## config.mk

```make
export PLATFORM = sky130hd
export DESIGN_NAME = s2_cfg_sequencer
export DESIGN_NICKNAME = d
export VERILOG_FILES = /design/src/rtl/s2_cfg_sequencer_pkg.sv /design/src/rtl/s2_cfg_shadow.sv /design/src/rtl/s2_cfg_sequencer.sv
export SDC_FILE = /design/constraint.sdc
export NUM_CORES = 1
export LEC_CHECK = 0
export BUFFER_PORTS_ARGS = -buffer_cell sky130_fd_sc_hd__buf_2
export CAP_MARGIN = 40
export CORE_MARGIN = 3
export CORE_UTILIZATION = 48
export DETAILED_ROUTE_END_ITERATION = 8
export GPL_TIMING_DRIVEN = 0
export PLACE_DENSITY = 0.65
export REMOVE_ABC_BUFFERS = 1
export SYNTH_ARGS = -nofsm -noshare
export SYNTH_HDL_FRONTEND = slang
export SYNTH_SLANG_ARGS = --single-unit
```

## constraint.sdc

```tcl
create_clock -name clk -period 1.79 [get_ports clk]
set_clock_uncertainty 0.05 [all_clocks]
set_input_delay 0.179 -clock clk [delete_from_list [all_inputs] [get_ports clk]]
set_output_delay 0.179 -clock clk [all_outputs]
set_load 0.03 [all_outputs]
```

## src/rtl/s2_cfg_sequencer_pkg.sv

```systemverilog
`default_nettype none
// +--------------------------------------------------------------------------+
// | Module : s2_cfg_sequencer_pkg                                            |
// | Brief  : Shared definitions for the S2 cell configuration sequencer:     |
// |          truth-table width, FSM state encoding and the odd-parity rule.  |
// | Rev    : 1.0  initial release                                            |
// +--------------------------------------------------------------------------+
package s2_cfg_sequencer_pkg;

  // Width of one S2 cell truth table (d[3:0]).
  localparam int S2_TT_W = 4;

  // Sequencer states. Encodings are fixed so that debug probes of the
  // state register read the same across builds.
  typedef enum logic [1:0] {
    ST_IDLE   = 2'd0,
    ST_LOAD   = 2'd1,
    ST_COMMIT = 2'd2,
    ST_RUN    = 2'd3
  } cfg_state_t;

  // A beat is good when the parity bit plus the data has an odd number of ones.
  function automatic logic odd_parity_ok(input logic par,
                                         input logic [S2_TT_W-1:0] data);
    return ^{par, data};
  endfunction

endpackage
`default_nettype wire

```

## src/rtl/s2_cfg_shadow.sv

```systemverilog
`default_nettype none
// +--------------------------------------------------------------------------+
// | Module : s2_cfg_shadow                                                   |
// | Brief  : NUM_CELLS x S2_TT_W shadow register file. One indexed write     |
// |          port for incoming beats and a full-width parallel read used by  |
// |          the atomic commit.                                              |
// | Ports  : clk, clr (sync reset), flush (discard all entries),            |
// |          we/widx/wdata (write port), rdata (all entries, cell i at       |
// |          [S2_TT_W*i +: S2_TT_W]).                                        |
// | Rev    : 1.0  initial release                                            |
// +--------------------------------------------------------------------------+
module s2_cfg_shadow
  import s2_cfg_sequencer_pkg::*;
#(
  parameter int NUM_CELLS = 8,
  parameter int IDX_W     = 3
) (
  input  logic                           clk,
  input  logic                           clr,
  input  logic                           flush,
  input  logic                           we,
  input  logic [IDX_W-1:0]               widx,
  input  logic [S2_TT_W-1:0]             wdata,
  output logic [S2_TT_W*NUM_CELLS-1:0]   rdata
);

  generate
    for (genvar gi = 0; gi < NUM_CELLS; gi++) begin : g_cell
      logic [S2_TT_W-1:0] r_tt;

      always_ff @(posedge clk) begin
        if (clr || flush) begin
          r_tt <= '0;
        end else if (we && (widx == IDX_W'(gi))) begin
          r_tt <= wdata;
        end
      end

      assign rdata[gi*S2_TT_W +: S2_TT_W] = r_tt;
    end
  endgenerate

endmodule
`default_nettype wire

```

## src/rtl/s2_cfg_sequencer.sv

```systemverilog
`default_nettype none
// +--------------------------------------------------------------------------+
// | Module : s2_cfg_sequencer                                                |
// | Brief  : Configuration sequencer for a bank of S2 mux/flip-flop cells.   |
// |          Collects one truth table per cell over a valid/ready stream,    |
// |          stages them in a shadow file and commits all of them to the     |
// |          live cell_d bus in a single edge. cell_run gates the fabric so  |
// |          cells never evaluate against a half-loaded table set.           |
// | Config : S2_CFG_PARITY_EN - adds cfg_par and an odd-parity check on each |
// |          accepted beat; a bad beat aborts the load and sets sticky err.  |
// |          Undefined (default): no cfg_par port, err tied low.             |
// | Ports  : clk, clr (sync active-high reset), cfg_start, cfg_valid,        |
// |          cfg_data[3:0], cfg_par (parity build only), cfg_ready,          |
// |          cell_d[4*NUM_CELLS-1:0], cell_run, busy, done, err.             |
// | Rev    : 1.0  initial release                                            |
// +--------------------------------------------------------------------------+
module s2_cfg_sequencer
  import s2_cfg_sequencer_pkg::*;
#(
  parameter int NUM_CELLS = 8,
  parameter int IDX_W     = 3
) (
  input  logic                           clk,
  input  logic                           clr,
  input  logic                           cfg_start,
  input  logic                           cfg_valid,
  input  logic [S2_TT_W-1:0]             cfg_data,
`ifdef S2_CFG_PARITY_EN
  input  logic                           cfg_par,
`endif
  output logic                           cfg_ready,
  output logic [S2_TT_W*NUM_CELLS-1:0]   cell_d,
  output logic                           cell_run,
  output logic                           busy,
  output logic                           done,
  output logic                           err
);

  localparam logic [IDX_W-1:0] LAST_IDX = IDX_W'(NUM_CELLS - 1);

  cfg_state_t                         r_state;
  logic [IDX_W-1:0]                   r_idx;
  logic [S2_TT_W*NUM_CELLS-1:0]       w_shadow;
  logic                               w_beat;
  logic                               w_par_ok;
  logic                               w_wr;
  logic                               w_flush;

  // cfg_ready is itself registered and only high in LOAD, so this is the
  // handshake as seen by the upstream source.
  assign w_beat = (r_state == ST_LOAD) && cfg_ready && cfg_valid;

`ifdef S2_CFG_PARITY_EN
  logic r_err;
  assign w_par_ok = odd_parity_ok(cfg_par, cfg_data);
  assign err      = r_err;
`else
  assign w_par_ok = 1'b1;
  assign err      = 1'b0;
`endif

  // A bad beat is never written; instead the whole partial load is dropped.
  assign w_wr    = w_beat && w_par_ok;
  assign w_flush = w_beat && !w_par_ok;

  s2_cfg_shadow #(
    .NUM_CELLS (NUM_CELLS),
    .IDX_W     (IDX_W)
  ) u_shadow (
    .clk   (clk),
    .clr   (clr),
    .flush (w_flush),
    .we    (w_wr),
    .widx  (r_idx),
    .wdata (cfg_data),
    .rdata (w_shadow)
  );

  always_ff @(posedge clk) begin
    if (clr) begin
      r_state   <= ST_IDLE;
      r_idx     <= '0;
      cell_d    <= '0;
      cfg_ready <= 1'b0;
      cell_run  <= 1'b0;
      busy      <= 1'b0;
      done      <= 1'b0;
`ifdef S2_CFG_PARITY_EN
      r_err     <= 1'b0;
`endif
    end else begin
      done <= 1'b0;
      case (r_state)
        // IDLE and RUN honour a start identically; leaving RUN drops
        // cell_run on the same edge while cell_d keeps the old tables.
        ST_IDLE, ST_RUN: begin
          if (cfg_start) begin
            r_state   <= ST_LOAD;
            r_idx     <= '0;
            cfg_ready <= 1'b1;
            busy      <= 1'b1;
            cell_run  <= 1'b0;
`ifdef S2_CFG_PARITY_EN
            r_err     <= 1'b0;
`endif
          end
        end

        ST_LOAD: begin
`ifdef S2_CFG_PARITY_EN
          if (w_flush) begin
            r_state   <= ST_IDLE;
            r_idx     <= '0;
            cfg_ready <= 1'b0;
            busy      <= 1'b0;
            r_err     <= 1'b1;
          end else
`endif
          if (w_wr) begin
            // The last beat closes the window on the same edge so no
            // extra beat can slip in; idx is held rather than wrapped.
            if (r_idx == LAST_IDX) begin
              r_state   <= ST_COMMIT;
              cfg_ready <= 1'b0;
            end else begin
              r_idx <= r_idx + 1'b1;
            end
          end
        end

        ST_COMMIT: begin
          cell_d   <= w_shadow;
          r_state  <= ST_RUN;
          cell_run <= 1'b1;
          busy     <= 1'b0;
          done     <= 1'b1;
        end

        default: begin
          r_state   <= ST_IDLE;
          cfg_ready <= 1'b0;
          busy      <= 1'b0;
          cell_run  <= 1'b0;
        end
      endcase
    end
  end

endmodule
`default_nettype wire

```

==> impl_metrics.env <==
export IMPL_status="completed"
export IMPL_pwr_density_cell_nw_per_um2=1069
export IMPL_maxCapViolCount=0
export IMPL_hp_start="cfg_start"
export IMPL_place_inst=378
export IMPL_rsz0062_at_grt="no"
export IMPL_numCtsBuffers=9
export IMPL_antenna_diode_count=0
export IMPL_synth_edf_count=0
export IMPL_core_area_um2=5675
export IMPL_final_layout_size_suffix_gt1_share_pct=23.13
export IMPL_routed_via_density=5.064
export IMPL_synthTopCellsByCount="dfxtp_1, mux2i_1, nor2_1"
export IMPL_reg2reg_to="r_state[0]"
export IMPL_die_area_um2=7000
export IMPL_rrSetupSlack_ns=0.12
export IMPL_synth_area_um2=2895
export IMPL_crit_path_start_kind="flop"
export IMPL_setup_viol=0
export IMPL_async_reset_ff_share_pct=0
export IMPL_fin_nets=335
export IMPL_io_buffers=43
export IMPL_p_sw_share_pct=29.09
export IMPL_yosysUniqueCellTypes=35
export IMPL_grt_pass1_vias=1931
export IMPL_tightest_slew_ns=0.6238
export IMPL_hold_viol=0
export IMPL_synth_warnings=0
export IMPL_p_total_w=0.003527
export IMPL_finalCritPeriodShare_pct=93.49
export IMPL_cp_arrival_ns=1.85
export IMPL_io_pins=45
export IMPL_clock_path_buffers=2
export IMPL_h_tree_depth=3
export IMPL_root_buffer="clkbuf_8"
export IMPL_fin_ws_ns=0.1165
export IMPL_insertion_delay_ns=0.33
export IMPL_ys_seq_elements=73
export IMPL_antenna_left=0
export IMPL_vias=1985
export IMPL_p_int_w=0.002501
export IMPL_hold_depth=4
export IMPL_die_w_um=83.67
export IMPL_hold_class="input port to flop"
export IMPL_yosysMostFrequentCell="dfxtp_1"
export IMPL_cp_required_ns=1.97
export IMPL_fin_cells=392
export IMPL_netlist_instances=278
export IMPL_grt_pass1_wl_um=9114
export IMPL_synth_largest_area_cell="dfxtp_1"
export IMPL_nFillCells=513
export IMPL_fin_crit_ns=1.673
export IMPL_rows=27
export IMPL_synth_area_leaders="dfxtp_1, mux2i_1, nor2_1"
export IMPL_clkTransAtPathRegs_ns=0.07
export IMPL_drt_wl_total_um=5305
export IMPL_antenna_found_initial=0
export IMPL_leakagePower_nw=1.510
export IMPL_power_switching_w=0.001026
export IMPL_max_freq_mhz=597.6
export IMPL_finalSetupTns_ns=0
export IMPL_crit_fanout=4
export IMPL_start_util_pct=51.01
export IMPL_critPathKind="flop to flop"
export IMPL_power_frac_comb_pct=20.6
export IMPL_area_delta_synth_final_pct=14.00
export IMPL_worstSetupEndpointType="flop"
export IMPL_hold_slack_ns=0.1987
export IMPL_hold_buffers=0
export IMPL_first_pass_iters=4
export IMPL_power_frac_clock_pct=29.8
export IMPL_place_worst_setup_slack_ns=-0.3652
export IMPL_worstHoldEndpoint="cell_run"
export IMPL_overflow=0
export IMPL_grt_usage_pct=16.10
export IMPL_drtIter0Drc=152
export IMPL_dpl_hpwl_um=3467
export IMPL_globalplace_congestion=0.7366
export IMPL_grt_start_max_net_pins=43
export IMPL_cts_tree="done"
export IMPL_synth_top_area_share_pct=50.48
export IMPL_numClockSinks=73
export IMPL_ys_flop_type="dfxtp_1"
export IMPL_ys_seq_area_share_pct=50.48
export IMPL_routedWlPerCell_um=13.53
export IMPL_r2r_start="r_idx[0]"
export IMPL_seqPwrFrac_pct=49.6
export IMPL_finalMaxSlewViolations=0
export IMPL_drc=0
export IMPL_reg2regPathDepth=5
export IMPL_slew_headroom_pct=58.35
export IMPL_syn_avg_cell_area_um2=10.41
export IMPL_irDropWorstVdd_mv=0.6858
export IMPL_fp_dieH_um=83.67
[critical path, cell delays in order (launching register included)]
cell     delay (ns)
dfxtp_1        0.40
ha_1           0.21
ha_2           0.23
nand3_1        0.12
a21oi_1        0.22
mux2_2         0.34
[metal layers]
metal	vias up	part of all wire (%)	GRT usage, %
met2	41	46	25.02
met3	7	4.8	5.726
met1	917	48	20.54
met4	0	1.3	5.994
met5	-	0	0
li1	1020	-	-
[power by group through the flow]
stage	clock (W)	sequential (W)	combinational, W
2_1_floorplan	0	0.00183	0.000487
3_3_place_gp	0	0.00178	0.000698
6_report	0.00105	0.00175	0.000726
5_1_grt	0.00115	0.00176	0.000791
4_1_cts	0.00108	0.00175	0.000733
3_5_place_dp	0	0.00179	0.000728
[timing repair]
item                                    CTS  global route
endpoints found under the setup margin   18            24
setup buffers                             0             1
pin swaps                                 0             1
resized for setup                         2             3
[cells in the final DEF (no fill, tap or decap), drive strengths merged]
master  count
a211o       1
a21boi      2
a21oi       5
a22o        2
a32o        1
and2        1
and2b       1
buf        45
clkbuf     12
clkinv      1
conb        1
dfxtp      73
ha          9
inv         7
mux2        2
mux2i      56
nand2      29
nand2b      2
nand3      13
nand3b      1
nand4       5
nor2       35
nor2b       2
nor3        1
nor4        1
o21a        1
o21ai       9
o31ai       1
or2         1
[state kept, by name (all words and copies together) (netlist names)]
name and flops:
cell_d 32, u_shadow.g_cell.r_tt 32, r_idx 3, r_state 2, busy 1, cell_run 1, cfg_ready 1, done 1
[metrics by stage]
stage,util [%],instance area (um^2)
6_report,58.16,3301
5_1_grt,58.16,3301
4_1_cts,57.91,3287
3_5_place_dp,55.20,3133
3_3_place_gp,54.67,3103
2_1_floorplan,-,2798
[final cells by class]
cell class	count	area (um^2)	share of cell area [%]
sequential	73	1463	44.31
multi-input combinational	182	1319	39.95
timing repair buffer	45	252.7	7.657
clock buffer	12	145.1	4.397
tap	72	90.09	2.729
inverter	7	26.28	0.7961
clock inverter	1	5.005	0.1516
[logic make-up after synthesis]
kind of cell               synth area share, %
and+or+nand+nor                          16.21
DFF                                      50.48
muxes                                    20.27
buffers and inverters                    4.278
AOI/OAI and AO/OA                        4.754
adders and majority gates                3.889
other                                   0.1295
[worst max-delay path by stage]
stage,startpoint,endpoint,slack [ns],cells past startpoint
after floorplan,r_state[0],busy,-0.39,4
after global placement,r_state[0],busy,-0.84,4
after detailed placement,clr,r_idx[0],-0.37,4
after CTS,r_idx[2],r_state[0],0.04,4
after global routing,r_idx[0],r_state[0],0.01,5
final,r_idx[0],r_state[0],0.12,5
Power figures use the tool's default switching activity.
